===== config.mk =====
export PLATFORM = sky130hd
export DESIGN_NAME = uart_tx_tick
export DESIGN_NICKNAME = d
export VERILOG_FILES = /design/src/rtl/uart_tx_tick.sv
export SDC_FILE = /design/constraint.sdc
export NUM_CORES = 1
export LEC_CHECK = 0
export ABC_AREA = 1
export CAP_MARGIN = 30
export CORE_AREA = 2 2 46 48
export DETAILED_ROUTE_END_ITERATION = 7
export DIE_AREA = 0 0 48 50
export GPL_ROUTABILITY_DRIVEN = 0
export PLACE_DENSITY = 0.77
export SETUP_SLACK_MARGIN = 0.1
export SYNTH_ARGS = -nofsm -noshare
export SYNTH_HDL_FRONTEND = slang
export SYNTH_SLANG_ARGS = --single-unit

===== constraint.sdc =====
create_clock -name clk -period 2.1 [get_ports clk]
set_clock_uncertainty 0.05 [all_clocks]
set_input_delay 0.315 -clock clk [delete_from_list [all_inputs] [get_ports clk]]
set_output_delay 0.315 -clock clk [all_outputs]
set_load 0.1 [all_outputs]

===== src/rtl/uart_tx_tick.sv =====
// UART transmitter driven by a 16x oversampling tick.
// Sends one frame per accepted word: start bit, DBIT data bits (LSB first),
// then a stop period of SB_TICK ticks on a registered, idle-high line.
//
// Handshake: the producer raises tx_start with din valid. The word is accepted
// on the first rising edge where the FSM is in IDLE (busy low, which includes
// the cycle carrying tx_done_tick). busy is high from the accepting edge
// until the edge that returns to IDLE. tx_start and din are ignored while
// busy is high.
module uart_tx_tick #(
    parameter int DBIT    = 8,
    parameter int SB_TICK = 16
) (
    input  logic            clk,
    input  logic            reset,
    input  logic            s_tick,
    input  logic            tx_start,
    input  logic [DBIT-1:0] din,
    output logic            tx,
    output logic            busy,
    output logic            tx_done_tick
);

    // Tick counter is wide enough for the stop period, but never below 4 bits.
    localparam int SW = ($clog2(SB_TICK) > 4) ? $clog2(SB_TICK) : 4;
    localparam int NW = $clog2(DBIT);

    localparam logic [SW-1:0] S_LAST    = SW'(15);
    localparam logic [SW-1:0] STOP_LAST = SW'(SB_TICK - 1);
    localparam logic [NW-1:0] N_LAST    = NW'(DBIT - 1);

    typedef enum logic [1:0] {
        IDLE  = 2'd0,
        START = 2'd1,
        DATA  = 2'd2,
        STOP  = 2'd3
    } state_t;

    state_t          state_reg, state_next;
    logic [SW-1:0]   s_reg, s_next;
    logic [NW-1:0]   n_reg, n_next;
    logic [DBIT-1:0] b_reg, b_next;
    logic            tx_reg, tx_next;
    logic            done_reg, done_next;

    // State and datapath registers; reset abandons any frame in flight.
    always_ff @(posedge clk) begin
        if (reset) begin
            state_reg <= IDLE;
            s_reg     <= '0;
            n_reg     <= '0;
            b_reg     <= '0;
            tx_reg    <= 1'b1;
            done_reg  <= 1'b0;
        end else begin
            state_reg <= state_next;
            s_reg     <= s_next;
            n_reg     <= n_next;
            b_reg     <= b_next;
            tx_reg    <= tx_next;
            done_reg  <= done_next;
        end
    end

    // Next-state logic; the line value is derived from the next state so the
    // registered tx always matches the state it sits beside.
    always_comb begin
        state_next = state_reg;
        s_next     = s_reg;
        n_next     = n_reg;
        b_next     = b_reg;
        done_next  = 1'b0;
        tx_next    = 1'b1;

        case (state_reg)
            IDLE: begin
                if (tx_start) begin
                    state_next = START;
                    s_next     = '0;
                    b_next     = din;
                end
            end
            START: begin
                if (s_tick) begin
                    if (s_reg == S_LAST) begin
                        s_next     = '0;
                        n_next     = '0;
                        state_next = DATA;
                    end else begin
                        s_next = s_reg + SW'(1);
                    end
                end
            end
            DATA: begin
                if (s_tick) begin
                    if (s_reg == S_LAST) begin
                        s_next = '0;
                        b_next = b_reg >> 1;
                        if (n_reg == N_LAST) begin
                            state_next = STOP;
                        end else begin
                            n_next = n_reg + NW'(1);
                        end
                    end else begin
                        s_next = s_reg + SW'(1);
                    end
                end
            end
            STOP: begin
                if (s_tick) begin
                    if (s_reg == STOP_LAST) begin
                        s_next     = '0;
                        state_next = IDLE;
                        done_next  = 1'b1;
                    end else begin
                        s_next = s_reg + SW'(1);
                    end
                end
            end
            default: begin
                state_next = IDLE;
            end
        endcase

        case (state_next)
            START:   tx_next = 1'b0;
            DATA:    tx_next = b_next[0];
            default: tx_next = 1'b1;
        endcase
    end

    assign tx           = tx_reg;
    assign busy         = (state_reg != IDLE);
    assign tx_done_tick = done_reg;

endmodule


### After elaboration in Yosys (flattened, before gate mapping)

Index checks and enable logic that the tools add are counted.

| word-level totals | value |
|---|---|
| register bits | 19 |
| bits in latches | 0 |
| RAM bits | 0 |
| bits in read-only memories | 0 |
| input bits | 12 |
| output and inout port bits | 3 |
| word-level logic and storage cells | 59 |
| memories | 0 |

| operators by class | value |
|---|---|
| add/subtract/negate cells | 2 |
| multipliers | 0 |
| div/mod/pow operators | 0 |
| magnitude comparators | 0 |
| eq/ne operators | 14 |
| shift-type cells | 0 |
| muxes and demuxes | 25 |
| bitwise gates (word level) | 2 |
| reductions and logical operators | 9 |

Operator list:

| operator | count |
|---|---|
| $mux W8 | 3 |
| $mux W2 | 8 |
| $pmux W8 S2 | 1 |
| $mux W3 | 5 |
| $mux W4 | 3 |
| $ne A2 B2 Y1 const B | 6 |
| $pmux W2 S4 | 1 |
| $pmux W4 S2 | 1 |
| $eq A2 B2 Y1 const B | 3 |
| $pmux W3 S2 | 1 |
| $reduce_and A6 Y1 | 1 |
| $reduce_bool A2 Y1 | 3 |
| $reduce_or A3 Y1 | 2 |
| $add A4 B1 Y4 const B | 1 |
| $eq A2 B1 Y1 const B | 2 |
| $eq A4 B4 Y1 const B | 1 |
| $reduce_and A4 Y1 | 1 |
| $add A3 B1 Y3 const B | 1 |
| $eq A3 B3 Y1 const B | 1 |
| $logic_not A2 Y1 | 1 |
| $ne A2 B1 Y1 const B | 1 |
| $not A1 Y1 | 2 |
| $pmux W1 S2 | 1 |
| $reduce_and A2 Y1 | 1 |
| $mux W1 | 1 |

### Logic depth before layout (Yosys ltp)

Gate-level depths: netlist of run 1.

| logic depth | value |
|---|---|
| depth after elaboration | 7 |
| mapped depth | 9 |
| mapped depth without buffers | 9 |

### Least setup slack after synthesis of run 1

No wires, ideal clock.

| path | value |
|---|---|
| path kind | reg2reg |
| from | register state_reg[1] |
| to | register s_reg[0] |
| library setup time | 0.066 ns |
| arrival | 1.266 ns |
| data required time | 1.984 ns |
| setup slack | 0.718 ns |
| stages on the path, launching flop included | 8 |
| path buffers | 0 |
| cell sequence | dfxtp_1 inv_2 nand2_4 nand2_2 nand2_4 inv_2 or2_0 a21oi_2 |

| on the way | value |
|---|---|
| cells in the longest elaborated chain, start to end | 4 |
| elaborated cells on any way between the ends | 9 |

RTL lines:

| item | line | source |
|---|---|---|
| start: declaration | 39 | `state_t state_reg, state_next;` |
| start signal: assignment | 56 | `state_reg <= state_next;` |
| $eq A2 B2 Y1 or $eq A2 B1 Y1 (tied branches) | 75 | `case (state_reg)` |
| $reduce_or A3 Y1 (no line) | - |  |
| $ne A2 B1 Y1 (no line) | - |  |
| $reduce_and A2 Y1 (no line) | - |  |
| end signal: assignment | 57 | `s_reg <= s_next;` |
| end: declaration | 40 | `logic [SW-1:0] s_reg, s_next;` |

Several ways; a longest one is shown, not always the timed one.
A chain may end at the register's enable or synchronous reset.

### Worst setup path in the final report of run 1

| path | value |
|---|---|
| from | register s_reg[0] |
| to | register n_reg[1] |

| on the way | value |
|---|---|
| cells in the longest elaborated chain, start to end | 3 |
| elaborated cells on any way between the ends | 4 |

RTL lines:

| item | line | source |
|---|---|---|
| $eq A4 B4 Y1 * | 85, 96 |  |
| $ne A2 B2 Y1 (no line) | - |  |
| $reduce_and A6 Y1 (no line) * | - |  |
| end signal: assignment | 58 | `n_reg <= n_next;` |
| end: declaration | 41 | `logic [NW-1:0] n_reg, n_next;` |

Every way passes the cells marked *; elsewhere a longest branch is shown, timed or not.

==> impl_results.rst, run 1 <==
.. list-table::
   :header-rows: 1

   * - Metric
     - Value
   * - Endpoint of the worst-slack reg-to-reg timing path
     - n_reg[1]$_SDFFE_PP0P_
   * - Cell depth of the worst hold path
     - 2
   * - Register clock-pin slew on the reported worst setup and hold paths
     - 100 ps
   * - Final Core Density
     - 62.1%
   * - Post-DP HPWL
     - around 1500 um
   * - FF/Latch Area
     - 380 um^2
   * - Worst-margin pin slew
     - 278 ps
   * - Max Root-Sink Buffers
     - 2
   * - Initial standard-cell utilization of the core
     - 51.1%
   * - Power after layout
     - between 0.0006 and 0.0007 W
   * - Detailed-route DRC error count
     - 0
   * - Max-cap viol count
     - 0
   * - Std-Cell Rows
     - 16
   * - Number of levels in the clock H-tree
     - 1
   * - Remaining antenna violation count after routing
     - 0
   * - Endpoint of the worst hold path
     - n_reg[2]$_SDFFE_PP0P_
   * - Root cell of the clock tree
     - sky130_fd_sc_hd__clkbuf_4
   * - Largest net degree at the start of global routing
     - 12
   * - Area of the multi-input gates
     - 518 um^2
   * - Routed WL per cell
     - 10.3 um
   * - Power density normalized to cell area
     - 571 mW/mm^2
   * - Num ports
     - 15
   * - Total track usage
     - 18.6%
   * - Minimum clock period after layout
     - 1550 ps
   * - Post-Syn Instances
     - about 140
   * - Avg Vias per Cell
     - 5.09
   * - Maximum clock rate
     - approximately 650 MHz
   * - Post-route clock period utilization
     - 73.6%
   * - DR iter-0 viols
     - 23
   * - Met2 Track Usage GR
     - 28.4%
   * - Syn Area/Cell
     - 7.19 um^2
   * - WL final
     - 1860 um
   * - Height of the chip
     - 50 um
   * - IR Drop Worst-Case VDD
     - 0.344 mV
   * - Gate family responsible for the most delay along the worst path
     - simple AND/OR/NAND/NOR gates
   * - Vias in the first global route
     - 810
   * - Routed via count
     - 916
   * - Number of setup buffers added after CTS
     - 0
   * - Flop and latch count out of synthesis
     - 19
   * - First-pass GRT wire length
     - 3250 um
   * - Chip width
     - approximately 48 um
   * - Total inserted antenna cells
     - 0
   * - Status
     - finished, final reports clean
   * - Start point of the worst min-delay path
     - n_reg[2]$_SDFFE_PP0P_
   * - FILL cells
     - approximately 170
   * - Source-to-sink clock delay at the later pin of the worst-skew pair
     - 290 ps
   * - Net count reported at finish
     - 169
   * - Number of gates resized after CTS
     - 0
   * - Core footprint
     - 0.00190 mm^2
   * - Setup crit end kind
     - register
   * - Maximum fanout along the worst path
     - 9
   * - Met3 track demand over resource
     - 4.40%
   * - Number of buffers inserted by hold repair at cts
     - 0
   * - HP Class
     - register to register
   * - Register-to-register setup slack
     - 550 ps
   * - Crit Reg-Reg Startpoint
     - s_reg[0]$_SDFFE_PP0P_
   * - Biggest cell delay along the critical path
     - 380 ps
   * - Setup-failing EPs final
     - 0
   * - Final slew viol count
     - 0
   * - Synthesis-to-finish area growth
     - 21.6%
   * - Worst Reg2Reg Path Length in Cells
     - 6
   * - Cell-by-cell trace of the critical path
     - ha_1, nand3_1, nor2_4, nand3_2, o21ai_0, a21oi_1
   * - Layer with the highest usage
     - met2
   * - Antenna violations before repair
     - 0
   * - Yosys synthesis warning count
     - 0
   * - Unrepaired setup endpoints after global routing
     - false
   * - Worst endpoint data arrival time
     - ~1700 ps
   * - First-pass iteration count of the detailed router
     - 5
   * - Total CTS buffers
     - 3
   * - TritonCTS clock tree
     - built
   * - IO Port Bufs
     - 14
   * - Routing usage on met1
     - 24.7%
   * - Final Hold Fails
     - 0
   * - Tightest slew margin relative to the limit
     - 81.4%
   * - Netlist area before placement
     - 971 um^2
   * - Die footprint
     - 0.00240 mm^2
   * - Required arrival time at the worst endpoint
     - 2240 ps
   * - Sequential cell area fraction in the yosys report
     - 39.2%
   * - Critical path class
     - register to register
   * - Setup TNS
     - 0 ps
   * - Synth unique cells
     - 24
   * - Slowest cell on the critical path
     - sky130_fd_sc_hd__dfxtp_1
   * - Pleak
     - 0.468 nW
   * - Share of final-layout standard cells stronger than drive strength 1
     - between 10% and 20%
   * - Total nets after synthesis
     - 150
   * - Flip-flop count of the largest register after layout
     - 8
   * - Total global routing overflow
     - 0
   * - TritonCTS Sinks
     - 19
   * - Startpoint class of the critical path
     - register
   * - Number of buffer and inverter instances along the worst setup path
     - 0
-- power by group --
group | internal [W] | total [W] | switching (W)
logic | 0.0000471 | 0.000115 | 0.0000675
clock network | 0.0000708 | 0.000179 | 0.000108
registers | 0.000373 | 0.000381 | 0.00000783
-- stage by stage --
stage	hold slack, ps	setup slack (ps)	cell area [um^2]	instances
after detailed placement	403	240	1150	176
final	419	554	1180	180
after global routing	440	378	1180	180
after CTS	418	537	1180	180
after global placement	384	347	1150	176
after floorplan	334	718	971	135
-- placed cells by master (no fill, tap or decap) --
cell type	Yosys	routed
sky130_fd_sc_hd__nand3_1	11	11
sky130_fd_sc_hd__nor2_2	2	2
sky130_fd_sc_hd__a21oi_1	7	7
sky130_fd_sc_hd__buf_12	0	1
sky130_fd_sc_hd__or2_0	1	1
sky130_fd_sc_hd__nand2_1	37	37
sky130_fd_sc_hd__a22oi_2	1	1
sky130_fd_sc_hd__o21ai_2	1	1
sky130_fd_sc_hd__inv_2	5	5
sky130_fd_sc_hd__nand4_1	1	1
sky130_fd_sc_hd__a31oi_1	6	6
sky130_fd_sc_hd__buf_4	0	3
sky130_fd_sc_hd__clkinv_2	1	2
sky130_fd_sc_hd__a21oi_2	1	1
sky130_fd_sc_hd__nand2_4	3	3
sky130_fd_sc_hd__nor3b_1	1	1
sky130_fd_sc_hd__o21ai_0	7	7
sky130_fd_sc_hd__inv_1	12	12
sky130_fd_sc_hd__clkbuf_4	0	3
sky130_fd_sc_hd__nor2_1	9	9
sky130_fd_sc_hd__nand2_2	2	2
sky130_fd_sc_hd__nor3_1	1	1
sky130_fd_sc_hd__dfxtp_1	19	19
sky130_fd_sc_hd__nand3_2	2	2
sky130_fd_sc_hd__clkdlybuf4s50_1	0	11
sky130_fd_sc_hd__nor2_4	1	1
sky130_fd_sc_hd__ha_1	3	3
-- cells by family after synthesis --
logic type | share of synthesized area [%]
adder cells (fa/ha/maj) | 3.87
flip-flops | 39.2
AND/OR/NAND/NOR | 35.3
buffers and inverters | 7.47
AO/OA/AOI/OAI | 14.2
-- tightest hold or removal path: cells and delay by family (launching register included) --
kind | cells | cell delay, ps
compound gates | 1 | 50
flops | 1 | 330
buf+inv | 1 | 50
-- area by class of cell --
cell class                      instances  area share [%]
Multi-Input combinational cell         97            43.9
Sequential cell                        19            32.2
Timing Repair Buffer                   15            12.9
Inverter                               18            5.83
Tap cell                               27            2.86
Clock buffer                            3            1.91
Clock inverter                          1           0.424
-- synth_stat cells, drive strengths merged --
cell type / n / share of area [%]
nand2: 42 / 19
dfxtp: 19 / 39
inv: 17 / 6.6
nand3: 13 / 7.7
nor2: 12 / 5.9
a21oi: 8 / 4.5
o21ai: 8 / 4.5
a31oi: 6 / 3.9
ha: 3 / 3.9
a22oi: 1 / 1.3
clkbuf: 1 / 0.39
clkinv: 1 / 0.51
nand4: 1 / 0.64
nor3: 1 / 0.51
nor3b: 1 / 0.77
or2: 1 / 0.64
-- metal layers --
| metal | vias up | wire length (um) |
|---|---|---|
| li1 | 477 | - |
| met1 | 406 | 857 |
| met2 | 27 | 865 |
| met3 | 6 | 106 |
| met4 | 0 | 27 |
| met5 | - | 0 |
-- worst max path at each step --
| stage | start | end | slack, ps | cells after the start |
|---|---|---|---|---|
| final | s_reg[0]$_SDFFE_PP0P_ | n_reg[1]$_SDFFE_PP0P_ | 550 | 6 |
| after global routing | s_reg[0]$_SDFFE_PP0P_ | n_reg[0]$_SDFFE_PP0P_ | 380 | 6 |
| after CTS | s_reg[0]$_SDFFE_PP0P_ | n_reg[1]$_SDFFE_PP0P_ | 540 | 6 |
| after detailed placement | s_tick | n_reg[1]$_SDFFE_PP0P_ | 240 | 6 |
| after global placement | s_tick | n_reg[1]$_SDFFE_PP0P_ | 350 | 6 |
| after floorplan | state_reg[1]$_SDFF_PP0_ | s_reg[0]$_SDFFE_PP0P_ | 720 | 7 |
Power figures use the tool's default switching activity.
==> inputs of run 2 (changes only) <==
Settings changed: CORE_AREA 2 2 46 48 to 2 2 47 49, DIE_AREA 0 0 48 50 to 0 0 49 51, PLACE_DENSITY 0.77 to 0.74.
Clock period 2.1 ns to 1.6 ns, I/O delays scaled along.
==> run 2 against run 1 <==
Against the previous run:
- combinational power grew 39%
- sequential power grew 32%
- clock power grew 37%
- worst setup slack lost 380 ps
- core utilization shrank 2.1 points
- non-clock buffer count grew 2
- design area grew 4.8%
- power grew 35%
- critical endpoint is now b_reg[6]$_SDFFE_PP0P_
- largest power group unchanged
==> impl_results.rst, run 2 (same netlist as run 1, synthesis figures left out) <==
.. list-table::
   :header-rows: 1

   * - Metric
     - Value
   * - Largest net degree at the start of global routing
     - 12 (unchanged)
   * - Pleak
     - 0.485 nW (+3.6%)
   * - Source-to-sink clock delay at the later pin of the worst-skew pair
     - 300 ps (about the same)
   * - Total inserted antenna cells
     - 0 (unchanged)
   * - Antenna violations before repair
     - 0 (unchanged)
   * - Most frequent standard cell in the layout excluding fill and tap cells
     - sky130_fd_sc_hd__nand2_1
   * - DR iter-0 viols
     - 21 (-8.7%)
   * - Most frequent cells in the layout
     - sky130_fd_sc_hd__nand2_1 (36), sky130_fd_sc_hd__dfxtp_1 (17), sky130_fd_sc_hd__inv_1 (12)
   * - Clock share of power
     - 27.1% (+0.6 points)
   * - Sequential fraction of design power
     - 55.3% (-1.2 points)
   * - IO Port Bufs
     - 14 (unchanged)
   * - Remaining antenna violation count after routing
     - 0 (unchanged)
   * - Biggest cell delay along the critical path
     - 360 ps (-20 ps)
   * - Power density normalized to cell area
     - 735 mW/mm^2 (+29%)
   * - TritonCTS clock tree
     - built
   * - Share of final-layout standard cells stronger than drive strength 1
     - 22.6% (+4.9 points)
   * - Unrepaired setup endpoints after global routing
     - true
   * - IR Drop Worst-Case VDD
     - 0.520 mV (+51%)
   * - Routed via count
     - 929 (+1.4%)
   * - Sw power
     - 0.000257 W (+40%)
   * - Setup crit end kind
     - register
   * - Initial standard-cell utilization of the core
     - 47.1% (-4.0 points)
   * - HP Class
     - register to register
   * - Tightest slew margin relative to the limit
     - 83.6% (+2.2 points)
   * - Final Hold Fails
     - 0 (unchanged)
   * - Worst-margin pin slew
     - 246 ps (-32.4 ps)
   * - Worst endpoint data arrival time
     - 1610 ps (-70 ps)
   * - Cell-by-cell trace of the critical path
     - ha_2, nand3_2, nor2_4, buf_4, nand3_1, a31oi_1
   * - Minimum clock period after layout
     - 1430 ps (-119 ps)
   * - Filler-free cell count of the finished design
     - 183 (+1.7%)
   * - Post-Route Hold Slack
     - 408 ps (-11.1 ps)
   * - Total track usage
     - 20.0% (+1.4 points)
   * - Synthesis-to-finish area growth
     - 27.4%
   * - Num ports
     - 15 (unchanged)
   * - TritonCTS Sinks
     - 19 (unchanged)
   * - Setup-failing EPs final
     - 0 (unchanged)
   * - Maximum fanout along the worst path
     - 6 (-3)
   * - First-pass GRT wire length
     - 3820 um (+17%)
   * - Height of the chip
     - 51 um (+2.0%)
   * - Worst Setup SP
     - s_reg[1]$_SDFFE_PP0P_
   * - Std-Cell Rows
     - 17 (+1)
   * - Post-DP HPWL
     - 1680 um (+15%)
   * - Core footprint
     - 0.00206 mm^2 (+8.5%)
   * - Crit Reg-Reg Startpoint
     - s_reg[1]$_SDFFE_PP0P_
   * - Setup TNS
     - 0 ps (unchanged)
   * - Final slew viol count
     - 0 (unchanged)
   * - Critical path class
     - register to register
   * - First-pass iteration count of the detailed router
     - 4 (-1)
   * - Total global routing overflow
     - 0 (unchanged)
   * - Startpoint class of the critical path
     - register
   * - Post-route clock period utilization
     - 89.2% (+16 points)
   * - Die footprint
     - 0.00250 mm^2 (+4.1%)
   * - Flip-flop count of the largest register after layout
     - 8 (unchanged)
   * - Final worst setup slack
     - 173 ps (-381 ps)
   * - Vias in the first global route
     - 962 (+19%)
   * - Root cell of the clock tree
     - sky130_fd_sc_hd__clkbuf_4
   * - Worst setup slack before clock tree synthesis
     - 67.6 ps (-173 ps)
   * - Chip width
     - 49 um (+2.1%)
   * - Max Root-Sink Buffers
     - 2 (unchanged)
   * - Cell internal power dissipation
     - 0.000653 W (+33%)
   * - Register clock-pin slew on the reported worst setup and hold paths
     - 110 ps (about the same)
   * - Start point of the worst min-delay path
     - n_reg[1]$_SDFFE_PP0P_
   * - Portion of total power attributed to combinational logic
     - 17.6% (+0.6 points)
   * - Number of placed instances, taps included
     - 179 (+1.7%)
   * - Switching Share
     - 28.2% (+1.1 points)
   * - Final Core Density
     - 60.0% (-2.1 points)
   * - WL final
     - 2220 um (+19%)
   * - Avg Vias per Cell
     - 5.08 (-0.24%)
   * - Required arrival time at the worst endpoint
     - 1780 ps (-460 ps)
   * - Number of setup buffers added after CTS
     - 0 (unchanged)
   * - Routed WL per cell
     - 12.1 um (+17%)
   * - Status
     - finished, final reports clean
   * - Number of levels in the clock H-tree
     - 1 (unchanged)
   * - Maximum clock rate
     - 701 MHz (+8.4%)
   * - Total CTS buffers
     - 3 (unchanged)
   * - Net count reported at finish
     - 171 (+1.2%)
   * - Max-cap viol count
     - 0 (unchanged)
   * - Slowest cell on the critical path
     - sky130_fd_sc_hd__dfxtp_1
   * - Detailed-route DRC error count
     - 0 (unchanged)
## run 2: cell types whose count changed in the layout (fill, tap and decap cells not counted), moves of 2 or more
cell	before	now
sky130_fd_sc_hd__buf_12	1	3
sky130_fd_sc_hd__dfxtp_1	19	17
sky130_fd_sc_hd__dfxtp_2	0	2
sky130_fd_sc_hd__o21ai_0	7	3
sky130_fd_sc_hd__o21ai_1	0	4
## run 2: repair_timing
item,in CTS,in global routing
setup endpoints to repair,3,13
gates resized for setup,1,9
hold buffers,0,0
pin swaps,0,4
## run 2: area by class of cell
type | count | area [um^2]
Clock inverter | 1 | 5.00
Timing Repair Buffer | 17 | 193
Multi-Input combinational cell | 97 | 531
Sequential cell | 19 | 383
Inverter | 18 | 68.8
Tap cell | 28 | 35.0
Clock buffer | 3 | 22.5
Fill cell | 202 | 826
## run 2: per-layer routing
metal	part of all wire, %	track usage, %	wire length (um)	vias up
met3	4.5	5.56	100	6
met2	50	38.8	1110	26
met1	43	19.5	948	418
met5	0	0	0	-
met4	2.4	9.52	54	0
li1	-	-	-	479
## run 2: power groups by stage
stage	registers, W	clock network, W	logic (W)
after global placement	0.000512	0	0.000156
after CTS	0.000502	0.000247	0.000160
after floorplan	0.000522	0	0.0000804
final	0.000503	0.000246	0.000160
after global routing	0.000505	0.000268	0.000174
after detailed placement	0.000512	0	0.000160
## run 2: metrics by stage
stage / instance area, um^2 / power [W]
after global routing: 1240 / 0.000947
after detailed placement: 1190 / 0.000672
final: 1240 / 0.000909
after CTS: 1220 / 0.000909
after floorplan: 971 / 0.000603
after global placement: 1190 / 0.000667
## run 2: worst max-delay path: cells and delay by family (launching register included)
family          cells  cell delay [ps]
compound gates      1              180
fa+ha+maj           1              220
simple gates        3              390
buf+inv             1              170
flops               1              360
## run 2: final timing paths
path                            to  slack (ps)  cells past startpoint
max          b_reg[6]$_SDFFE_PP0P_         170                      6
min          n_reg[1]$_SDFFE_PP0P_         410                      2
max reg2reg  b_reg[6]$_SDFFE_PP0P_         170                      6
min reg2reg  n_reg[1]$_SDFFE_PP0P_         410                      2
